**src/rtl/seg_pkg.sv**
```systemverilog
// -----------------------------------------------------------------------------
// seg_pkg -- shared definitions for the seven-segment capture path.
//   * digit count, nibble / segment / index widths
//   * the 16 standard hex glyphs, active-high, bit 0 = segment a ... bit 6 = g
//   * capture FSM state enum
// -----------------------------------------------------------------------------
package seg_pkg;

   localparam int NUM_DIGITS = 8;
   localparam int NIB_W      = 4;
   localparam int SEG_W      = 7;
   localparam int IDX_W      = 3;

   //                               gfedcba
   localparam logic [6:0] GLYPH_0 = 7'b0111111;
   localparam logic [6:0] GLYPH_1 = 7'b0000110;
   localparam logic [6:0] GLYPH_2 = 7'b1011011;
   localparam logic [6:0] GLYPH_3 = 7'b1001111;
   localparam logic [6:0] GLYPH_4 = 7'b1100110;
   localparam logic [6:0] GLYPH_5 = 7'b1101101;
   localparam logic [6:0] GLYPH_6 = 7'b1111101;
   localparam logic [6:0] GLYPH_7 = 7'b0000111;
   localparam logic [6:0] GLYPH_8 = 7'b1111111;
   localparam logic [6:0] GLYPH_9 = 7'b1101111;
   localparam logic [6:0] GLYPH_A = 7'b1110111;
   localparam logic [6:0] GLYPH_B = 7'b1111100;
   localparam logic [6:0] GLYPH_C = 7'b0111001;
   localparam logic [6:0] GLYPH_D = 7'b1011110;
   localparam logic [6:0] GLYPH_E = 7'b1111001;
   localparam logic [6:0] GLYPH_F = 7'b1110001;

   // Indexed by nibble value.
   localparam logic [15:0][6:0] GLYPHS = {
      GLYPH_F, GLYPH_E, GLYPH_D, GLYPH_C, GLYPH_B, GLYPH_A, GLYPH_9, GLYPH_8,
      GLYPH_7, GLYPH_6, GLYPH_5, GLYPH_4, GLYPH_3, GLYPH_2, GLYPH_1, GLYPH_0
   };

   typedef enum logic [1:0] {
      IDLE   = 2'd0,
      SETTLE = 2'd1,
      HOLD   = 2'd2
   } state_e;

endpackage

```
**src/rtl/seg_capture_if.sv**
```systemverilog
// -----------------------------------------------------------------------------
// seg_capture_if -- pin and result bundle of the seven-segment capture block.
//   Driver side : AN (digit enables), C (segments a..g), DP (decimal point)
//   Result side : value, valid, err, cap_stb, cap_idx, frame_stb
//                 dp (only when SEG_CAPTURE_DP_EN is defined)
//   modport slave  : the capture block (samples pins, drives results)
//   modport master : whoever drives the pins and consumes the results
// -----------------------------------------------------------------------------
interface seg_capture_if;
   import seg_pkg::*;

   logic [NUM_DIGITS-1:0]       AN;
   logic [SEG_W-1:0]            C;
   logic                        DP;
   logic [NUM_DIGITS*NIB_W-1:0] value;
   logic [NUM_DIGITS-1:0]       valid;
   logic [NUM_DIGITS-1:0]       err;
   logic                        cap_stb;
   logic [IDX_W-1:0]            cap_idx;
   logic                        frame_stb;
`ifdef SEG_CAPTURE_DP_EN
   logic [NUM_DIGITS-1:0]       dp;
`endif

   modport slave (
      input  AN, C, DP,
      output value, valid, err, cap_stb, cap_idx, frame_stb
`ifdef SEG_CAPTURE_DP_EN
      , output dp
`endif
   );

   modport master (
      output AN, C, DP,
      input  value, valid, err, cap_stb, cap_idx, frame_stb
`ifdef SEG_CAPTURE_DP_EN
      , input dp
`endif
   );

endinterface

```
**src/rtl/seg7_to_hex.sv**
```systemverilog
// -----------------------------------------------------------------------------
// seg7_to_hex -- combinational glyph to nibble decoder, inverse of the
// hex->segment encoder.
//   seg_i : active-high glyph, bit 0 = a ... bit 6 = g
//   nib_o : decoded nibble (0 for an unknown glyph)
//   bad_o : glyph is not one of the 16 hex glyphs
// -----------------------------------------------------------------------------
module seg7_to_hex
   import seg_pkg::*;
(
   input  logic [SEG_W-1:0] seg_i,
   output logic [NIB_W-1:0] nib_o,
   output logic             bad_o
);

   // Glyphs are unique, so at most one entry can match.
   always_comb begin
      nib_o = '0;
      bad_o = 1'b1;
      for (int i = 0; i < 16; i++) begin
         if (seg_i == GLYPHS[i]) begin
            nib_o = NIB_W'(i);
            bad_o = 1'b0;
         end
      end
   end

endmodule

```
**src/rtl/seg_capture.sv**
```systemverilog
// -----------------------------------------------------------------------------
// seg_capture -- samples a multiplexed seven-segment drive, waits for each
// digit to settle and rebuilds the 8-digit hex value shown.
//   clk, rst : single clock, asynchronous active-high reset
//   bus      : seg_capture_if.slave
//              in  AN[7:0], C[6:0], DP
//              out value[31:0], valid[7:0], err[7:0], cap_stb, cap_idx[2:0],
//                  frame_stb, dp[7:0] (dp only with SEG_CAPTURE_DP_EN)
// Parameters:
//   SETTLE_CYCLES : identical synchronized samples needed for a capture (1..255)
//   ACTIVE_LOW    : 1 = AN/C/DP are active-low on the pins
// Build option:
//   SEG_CAPTURE_DP_EN : capture decimal points; DP also takes part in stability
// -----------------------------------------------------------------------------
module seg_capture
   import seg_pkg::*;
#(
   parameter int SETTLE_CYCLES = 16,
   parameter bit ACTIVE_LOW    = 1'b1
) (
   input  logic         clk,
   input  logic         rst,
   seg_capture_if.slave bus
);

   localparam logic [7:0]            SETTLE_N = 8'(SETTLE_CYCLES);
   localparam logic [NUM_DIGITS-1:0] AN_OFF   = {NUM_DIGITS{ACTIVE_LOW}};
   localparam logic [SEG_W-1:0]      C_OFF    = {SEG_W{ACTIVE_LOW}};
`ifdef SEG_CAPTURE_DP_EN
   localparam int SAMP_W = NUM_DIGITS + SEG_W + 1;
`else
   localparam int SAMP_W = NUM_DIGITS + SEG_W;
`endif

   // ---------------- synchronizer (resets to the inactive pin level) --------
   logic [NUM_DIGITS-1:0] an_s1_q, an_s2_q;
   logic [SEG_W-1:0]      c_s1_q,  c_s2_q;

   always_ff @(posedge clk or posedge rst) begin
      if (rst) begin
         an_s1_q <= AN_OFF;
         an_s2_q <= AN_OFF;
         c_s1_q  <= C_OFF;
         c_s2_q  <= C_OFF;
      end else begin
         an_s1_q <= bus.AN;
         an_s2_q <= an_s1_q;
         c_s1_q  <= bus.C;
         c_s2_q  <= c_s1_q;
      end
   end

   logic [NUM_DIGITS-1:0] an_n;
   logic [SEG_W-1:0]      c_n;
   logic [SAMP_W-1:0]     samp;

   assign an_n = an_s2_q ^ AN_OFF;
   assign c_n  = c_s2_q ^ C_OFF;

`ifdef SEG_CAPTURE_DP_EN
   logic dp_s1_q, dp_s2_q, dp_n;

   always_ff @(posedge clk or posedge rst) begin
      if (rst) begin
         dp_s1_q <= ACTIVE_LOW;
         dp_s2_q <= ACTIVE_LOW;
      end else begin
         dp_s1_q <= bus.DP;
         dp_s2_q <= dp_s1_q;
      end
   end

   assign dp_n = dp_s2_q ^ ACTIVE_LOW;
   assign samp = {an_n, c_n, dp_n};
`else
   assign samp = {an_n, c_n};
`endif

   // ---------------- stability tracking -------------------------------------
   // samp_q is the previous normalized sample; it resets to all-inactive so a
   // pin pattern that is still idle after reset is not seen as a change.
   logic [SAMP_W-1:0] samp_q;
   logic [7:0]        cnt_q, cnt_d;
   state_e            state_q, state_d;
   logic              chg, decide, cap;
   logic [7:0]        run;

   assign chg = (samp != samp_q);

   // run = length of the identical-sample streak including the current
   // sample. Counting the current sample lets the decision land on the edge
   // 2 + SETTLE_CYCLES after the pin change, even for SETTLE_CYCLES = 1.
   assign run = chg                 ? 8'd1 :
                (cnt_q >= SETTLE_N) ? SETTLE_N : cnt_q + 8'd1;

   // A fresh change only decides on its own when one sample is enough.
   assign decide = (run == SETTLE_N) && ((state_q == SETTLE) || chg);

   always_comb begin
      state_d = state_q;
      cnt_d   = cnt_q;
      cap     = 1'b0;
      case (state_q)
         IDLE, HOLD: begin
            if (chg) begin
               state_d = SETTLE;
               cnt_d   = run;
            end
         end
         SETTLE: cnt_d = run;
         default: state_d = IDLE;
      endcase
      if (decide) begin
         if ($onehot(an_n)) begin
            cap     = 1'b1;
            state_d = HOLD;
         end else begin
            state_d = IDLE;
         end
      end
   end

   always_ff @(posedge clk or posedge rst) begin
      if (rst) begin
         state_q <= IDLE;
         cnt_q   <= '0;
         samp_q  <= '0;
      end else begin
         state_q <= state_d;
         cnt_q   <= cnt_d;
         samp_q  <= samp;
      end
   end

   // ---------------- decode and result registers ----------------------------
   logic [IDX_W-1:0] idx;
   logic [NIB_W-1:0] nib;
   logic             bad;

   always_comb begin
      idx = '0;
      for (int i = 0; i < NUM_DIGITS; i++) begin
         if (an_n[i]) idx = IDX_W'(i);
      end
   end

   seg7_to_hex u_dec (
      .seg_i (c_n),
      .nib_o (nib),
      .bad_o (bad)
   );

   logic [NUM_DIGITS*NIB_W-1:0] value_q, value_d;
   logic [NUM_DIGITS-1:0]       valid_q, valid_d;
   logic [NUM_DIGITS-1:0]       err_q,   err_d;
   logic [IDX_W-1:0]            cap_idx_q, cap_idx_d;
   logic                        cap_stb_q, frame_q, frame_d;

   always_comb begin
      value_d   = value_q;
      err_d     = err_q;
      cap_idx_d = cap_idx_q;
      frame_d   = 1'b0;
      // valid is cleared the edge after a completed frame
      valid_d   = frame_q ? '0 : valid_q;
      if (cap) begin
         for (int i = 0; i < NUM_DIGITS; i++) begin
            if (idx == IDX_W'(i)) begin
               value_d[i*NIB_W +: NIB_W] = nib;
               err_d[i]                  = bad;
               valid_d[i]                = 1'b1;
            end
         end
         cap_idx_d = idx;
         frame_d   = &valid_d;
      end
   end

   always_ff @(posedge clk or posedge rst) begin
      if (rst) begin
         value_q   <= '0;
         valid_q   <= '0;
         err_q     <= '0;
         cap_idx_q <= '0;
         cap_stb_q <= 1'b0;
         frame_q   <= 1'b0;
      end else begin
         value_q   <= value_d;
         valid_q   <= valid_d;
         err_q     <= err_d;
         cap_idx_q <= cap_idx_d;
         cap_stb_q <= cap;
         frame_q   <= frame_d;
      end
   end

   assign bus.value     = value_q;
   assign bus.valid     = valid_q;
   assign bus.err       = err_q;
   assign bus.cap_idx   = cap_idx_q;
   assign bus.cap_stb   = cap_stb_q;
   assign bus.frame_stb = frame_q;

`ifdef SEG_CAPTURE_DP_EN
   logic [NUM_DIGITS-1:0] dp_q, dp_d;

   always_comb begin
      dp_d = dp_q;
      if (cap) begin
         for (int i = 0; i < NUM_DIGITS; i++) begin
            if (idx == IDX_W'(i)) dp_d[i] = dp_n;
         end
      end
   end

   always_ff @(posedge clk or posedge rst) begin
      if (rst) dp_q <= '0;
      else     dp_q <= dp_d;
   end

   assign bus.dp = dp_q;
`endif

endmodule

```
**src/flat_wrapper.sv**
```systemverilog
// flat-port wrapper written by rule: the top's interface ports become plain ports
module seg_capture_flat import seg_pkg::*;
#(
   parameter int SETTLE_CYCLES = 16,
   parameter bit ACTIVE_LOW    = 1'b1
)
  (clk, rst, bus_AN, bus_C, bus_DP, bus_value, bus_valid, bus_err, bus_cap_stb, bus_cap_idx, bus_frame_stb);
  seg_capture_if bus_i ();
  input  logic clk;
  input  logic rst;
  input wire logic [$bits(bus_i.AN)-1:0] bus_AN;
  input wire logic [$bits(bus_i.C)-1:0] bus_C;
  input wire logic [$bits(bus_i.DP)-1:0] bus_DP;
  output wire logic [$bits(bus_i.value)-1:0] bus_value;
  output wire logic [$bits(bus_i.valid)-1:0] bus_valid;
  output wire logic [$bits(bus_i.err)-1:0] bus_err;
  output wire logic [$bits(bus_i.cap_stb)-1:0] bus_cap_stb;
  output wire logic [$bits(bus_i.cap_idx)-1:0] bus_cap_idx;
  output wire logic [$bits(bus_i.frame_stb)-1:0] bus_frame_stb;
  assign bus_i.AN = bus_AN;
  assign bus_i.C = bus_C;
  assign bus_i.DP = bus_DP;
  assign bus_value = bus_i.value;
  assign bus_valid = bus_i.valid;
  assign bus_err = bus_i.err;
  assign bus_cap_stb = bus_i.cap_stb;
  assign bus_cap_idx = bus_i.cap_idx;
  assign bus_frame_stb = bus_i.frame_stb;
  seg_capture #(.SETTLE_CYCLES(SETTLE_CYCLES), .ACTIVE_LOW(ACTIVE_LOW)) u_core (.clk(clk), .rst(rst), .bus(bus_i));
endmodule
```
**config.mk**
```make
export PLATFORM = sky130hd
export DESIGN_NAME = seg_capture_flat
export DESIGN_NICKNAME = d
export VERILOG_FILES = /design/src/rtl/seg_pkg.sv /design/src/rtl/seg_capture_if.sv /design/src/rtl/seg7_to_hex.sv /design/src/rtl/seg_capture.sv /design/src/flat_wrapper.sv
export SDC_FILE = /design/constraint.sdc
export NUM_CORES = 1
export LEC_CHECK = 0
export ABC_CLOCK_PERIOD_IN_PS = 13000
export CORE_UTILIZATION = 44
export DETAILED_ROUTE_END_ITERATION = 8
export PLACE_DENSITY_LB_ADDON = 0.3
export SYNTH_ARGS = -nofsm -noshare
export SYNTH_HDL_FRONTEND = slang
export SYNTH_SLANG_ARGS = --single-unit
```
**constraint.sdc**
```tcl
create_clock -name clk -period 13 [get_ports clk]
set_input_delay 1.3 -clock clk [delete_from_list [all_inputs] [get_ports clk]]
set_output_delay 1.3 -clock clk [all_outputs]
set_load 0.05 [all_outputs]
```
==> flow_summary.yaml <==
synthesis:
  syn_nets: 403
  yosysWarnings: 0
  ys_ff_latch: 108
  synth_seq_area_share_pct: 57.9
  yosysUniqueCellTypes: 55
  syn_avg_cell_area_um2: 12.7
  async_flop_share_pct: 100
  syn_area_um2: 4730
  synth_top_flop_cell: "dfrtp_1"
  synth-edff-count: 0
  syn_inst: 371
setup_path:
  crit_end: "u_core.bus.value[19]"
  critPathRequiredTime_ns: 13.28
  crit_chain: "inv_1 > ha_1 > inv_1 > fa_1 > inv_1 > fa_1 > ha_1 > fa_1 > nor4_1 > nand4_1 > nor4b_4 > mux2_4"
  r2r-end: "u_core.bus.value[19]"
  reg2reg_from: "u_core.an_s2_q[7]"
  reg2reg_setup_slack_ns: 8.57
  arrival_ns: 4.71
  crit_start: "u_core.an_s2_q[7]"
  crit_path_top_delay_cell: "nor4b_4"
  r2r_cells: 12
  critical_path_class: "reg -> reg"
  cp_max_fo: 6
  max_stage_delay_ns: 0.67
  endpoint_kind: "flop"
  critPathLaunchType: "flop"
sta:
  maxSlewHeadroom_pct: 32.1
  layout_setup_ws_ns: 8.57
  worst_pin_slew_ns: 1.02
  period_share_pct: 34.1
  rsz0062_at_grt: "false"
  min_period_ns: 4.43
  clock.fmax_mhz: 226
  fin_worst_skew_ns: 0.0115
  final-max-slew-violation-count: 0
  setup_viol: 0
  timing.setup.tns_ns: 0
  finalHoldViolCount: 0
clocking:
  cts.clk_slew.worst_paths_ns: 0.11
  cts.sinks: 108
  post_cts_buffers: 0
  htree_levels: 3
  cts_buffers: 9
  clock_path_buffers: 2
  ctsHoldBuffers: 0
  root_buffer: "clkbuf_8"
  cts_tree: "done"
  clk_latency_ns: 0.38
  ctsResizeCount: 0
global_routing:
  antenna_found_initial: 0
  grtUsageTotal_pct: 18.4
  grt_pass1_vias: 3173
  overflow: 0
  grt_first_pass_wirelength_um: 15900
  grt_start_max_net_pins: 85
place:
  hpwl_um: 6660
  portBuffers: 69
  place_congestion: 0.844
  place_ws_ns: 8.57
  dp_cells: 560
power_and_ir_drop:
  p_per_area_nw_per_um2: 104
  max-vdd-ir-drop_mv: 0.0679
  p_leak_uw: 0.00255
routing:
  dr.pass1.iters: 4
  wirelength_um: 9520
  avgViaCountPerCell: 5.44
  via_count: 3132
  drc: 0
  ant_nets: 0
  drt_iter0_markers: 172
  avgRoutedWirePerCell_um: 16.5
layout:
  drive_above_1_share_pct: 23.0
  nNetsFinal: 467
  multiInputGateArea_um2: 1800
  nFillCells: 891
  instances_no_fill: 576
  antennaDiodeCount: 0
  seqCellArea_um2: 2740
  area_growth_pct: 21.0
  utilization_pct: 55.2
run_status:
  status: "finished, final reports clean"
floorplanning:
  start_util_pct: 45.6
  pin_count: 71
  die_h_um: 106
  placeableCoreArea_um2: 10400
  row_count: 37
  die-area_um2: 11200
  chipWidth_um: 106
hold_path:
  min_from: "u_core.an_s1_q[0]"
  hold_path_class: "reg -> reg"
flow_run:
  cap_violations: 0
## power by group
part	leakage (uW)	internal, uW	switching [uW]
clock	0.000100	78.7	120
combinational	0.00109	18.0	25.4
sequential	0.00136	347	8.70
total	0.00255	444	154
## synth_stat cells, types with 5 or more instances
cell | count | area [um2]
inv_1 | 31 | 116
buf_2 | 6 | 30.0
a21o_1 | 5 | 37.5
nor3_1 | 10 | 50.1
ha_1 | 10 | 125
nor2_1 | 6 | 22.5
o21ai_0 | 13 | 65.1
nand3_1 | 14 | 70.1
clkbuf_1 | 11 | 41.3
dfstp_2 | 30 | 788
nor2b_1 | 5 | 31.3
xnor2_1 | 16 | 140
nor4_1 | 7 | 43.8
mux2_2 | 37 | 417
dfrtp_1 | 78 | 1950
a21oi_1 | 6 | 30.0
nand4_1 | 5 | 31.3
nand2_1 | 13 | 48.8
mux2_4 | 5 | 75.1
## layout by cell type (no fill, tap or decap), types with 6 or more instances in the layout
cell,count
dfrtp_1,78
clkdlybuf4s50_1,69
mux2_2,37
inv_1,30
dfstp_2,30
xnor2_1,16
nand3_1,14
o21ai_0,13
nand2_1,13
nor3_1,10
ha_1,10
clkbuf_8,10
nor4_1,7
nor2_1,6
a21oi_1,6
## routing by layer
layer / global-route usage (%) / vias up / part of all wire (%)
li1: - / 1449 / -
met1: 23.0 / 1597 / 43
met2: 28.6 / 71 / 48
met3: 7.54 / 15 / 6.7
met4: 6.94 / 0 / 2.0
met5: 0 / - / 0
## critical path, delay by kind of cell, from the launching register on
kind	cells	cell delay (ns)
adder cells (fa/ha/maj)	5	1.80
buffers and inverters	3	0.27
flip-flops	1	0.61
multiplexers	1	0.35
AND/OR/NAND/NOR	3	1.30
## cell type report
class / instances / area share (%)
Clock buffer: 10 / 2.40
Clock inverter: 6 / 0.984
Inverter: 31 / 2.08
Multi-Input combinational cell: 215 / 31.5
Sequential cell: 108 / 47.9
Tap cell: 136 / 2.97
Timing Repair Buffer: 70 / 12.2
## flip-flops by register name (all words and copies together), names as in the netlist
signal                cells
u_core.bus.valid          8
u_core.cnt_q              8
u_core.bus.cap_idx        3
u_core.c_s1_q             7
u_core.bus.frame_stb      1
u_core.bus.cap_stb        1
u_core.c_s2_q             7
u_core.samp_q            15
u_core.state_q            2
u_core.bus.err            8
u_core.an_s2_q            8
u_core.an_s1_q            8
u_core.bus.value         32
## stage by stage
| stage | hold slack (ns) | power, uW | instance area [um2] |
|---|---|---|---|
| 2_1_floorplan | 0.345 | 391 | 4730 |
| 3_3_place_gp | 0.346 | 404 | 5530 |
| 3_5_place_dp | 0.347 | 406 | 5530 |
| 4_1_cts | 0.363 | 608 | 5720 |
| 5_1_grt | 0.366 | 624 | 5720 |
| 6_report | 0.362 | 597 | 5720 |
## cells by family after synthesis
| logic type | Yosys count | share of synthesized area [%] |
|---|---|---|
| AND/OR/NAND/NOR | 89 | 12.5 |
| adder cells (fa/ha/maj) | 14 | 4.34 |
| XOR/XNOR | 16 | 2.96 |
| multiplexers | 43 | 10.6 |
| buffers and inverters | 48 | 3.97 |
| AO/OA/AOI/OAI | 53 | 7.70 |
| flip-flops | 108 | 57.9 |
## worst min path at each step
stage / endpoint / slack (ns) / cells after the start
after CTS: u_core.an_s2_q[5] / 0.36 / 0
final: u_core.an_s2_q[0] / 0.36 / 0
after global routing: u_core.an_s2_q[0] / 0.37 / 0
after detailed placement: u_core.an_s2_q[4] / 0.35 / 0
after global placement: u_core.c_s2_q[0] / 0.35 / 0
after floorplan: u_core.an_s2_q[0] / 0.35 / 0
Power figures use the tool's default switching activity.
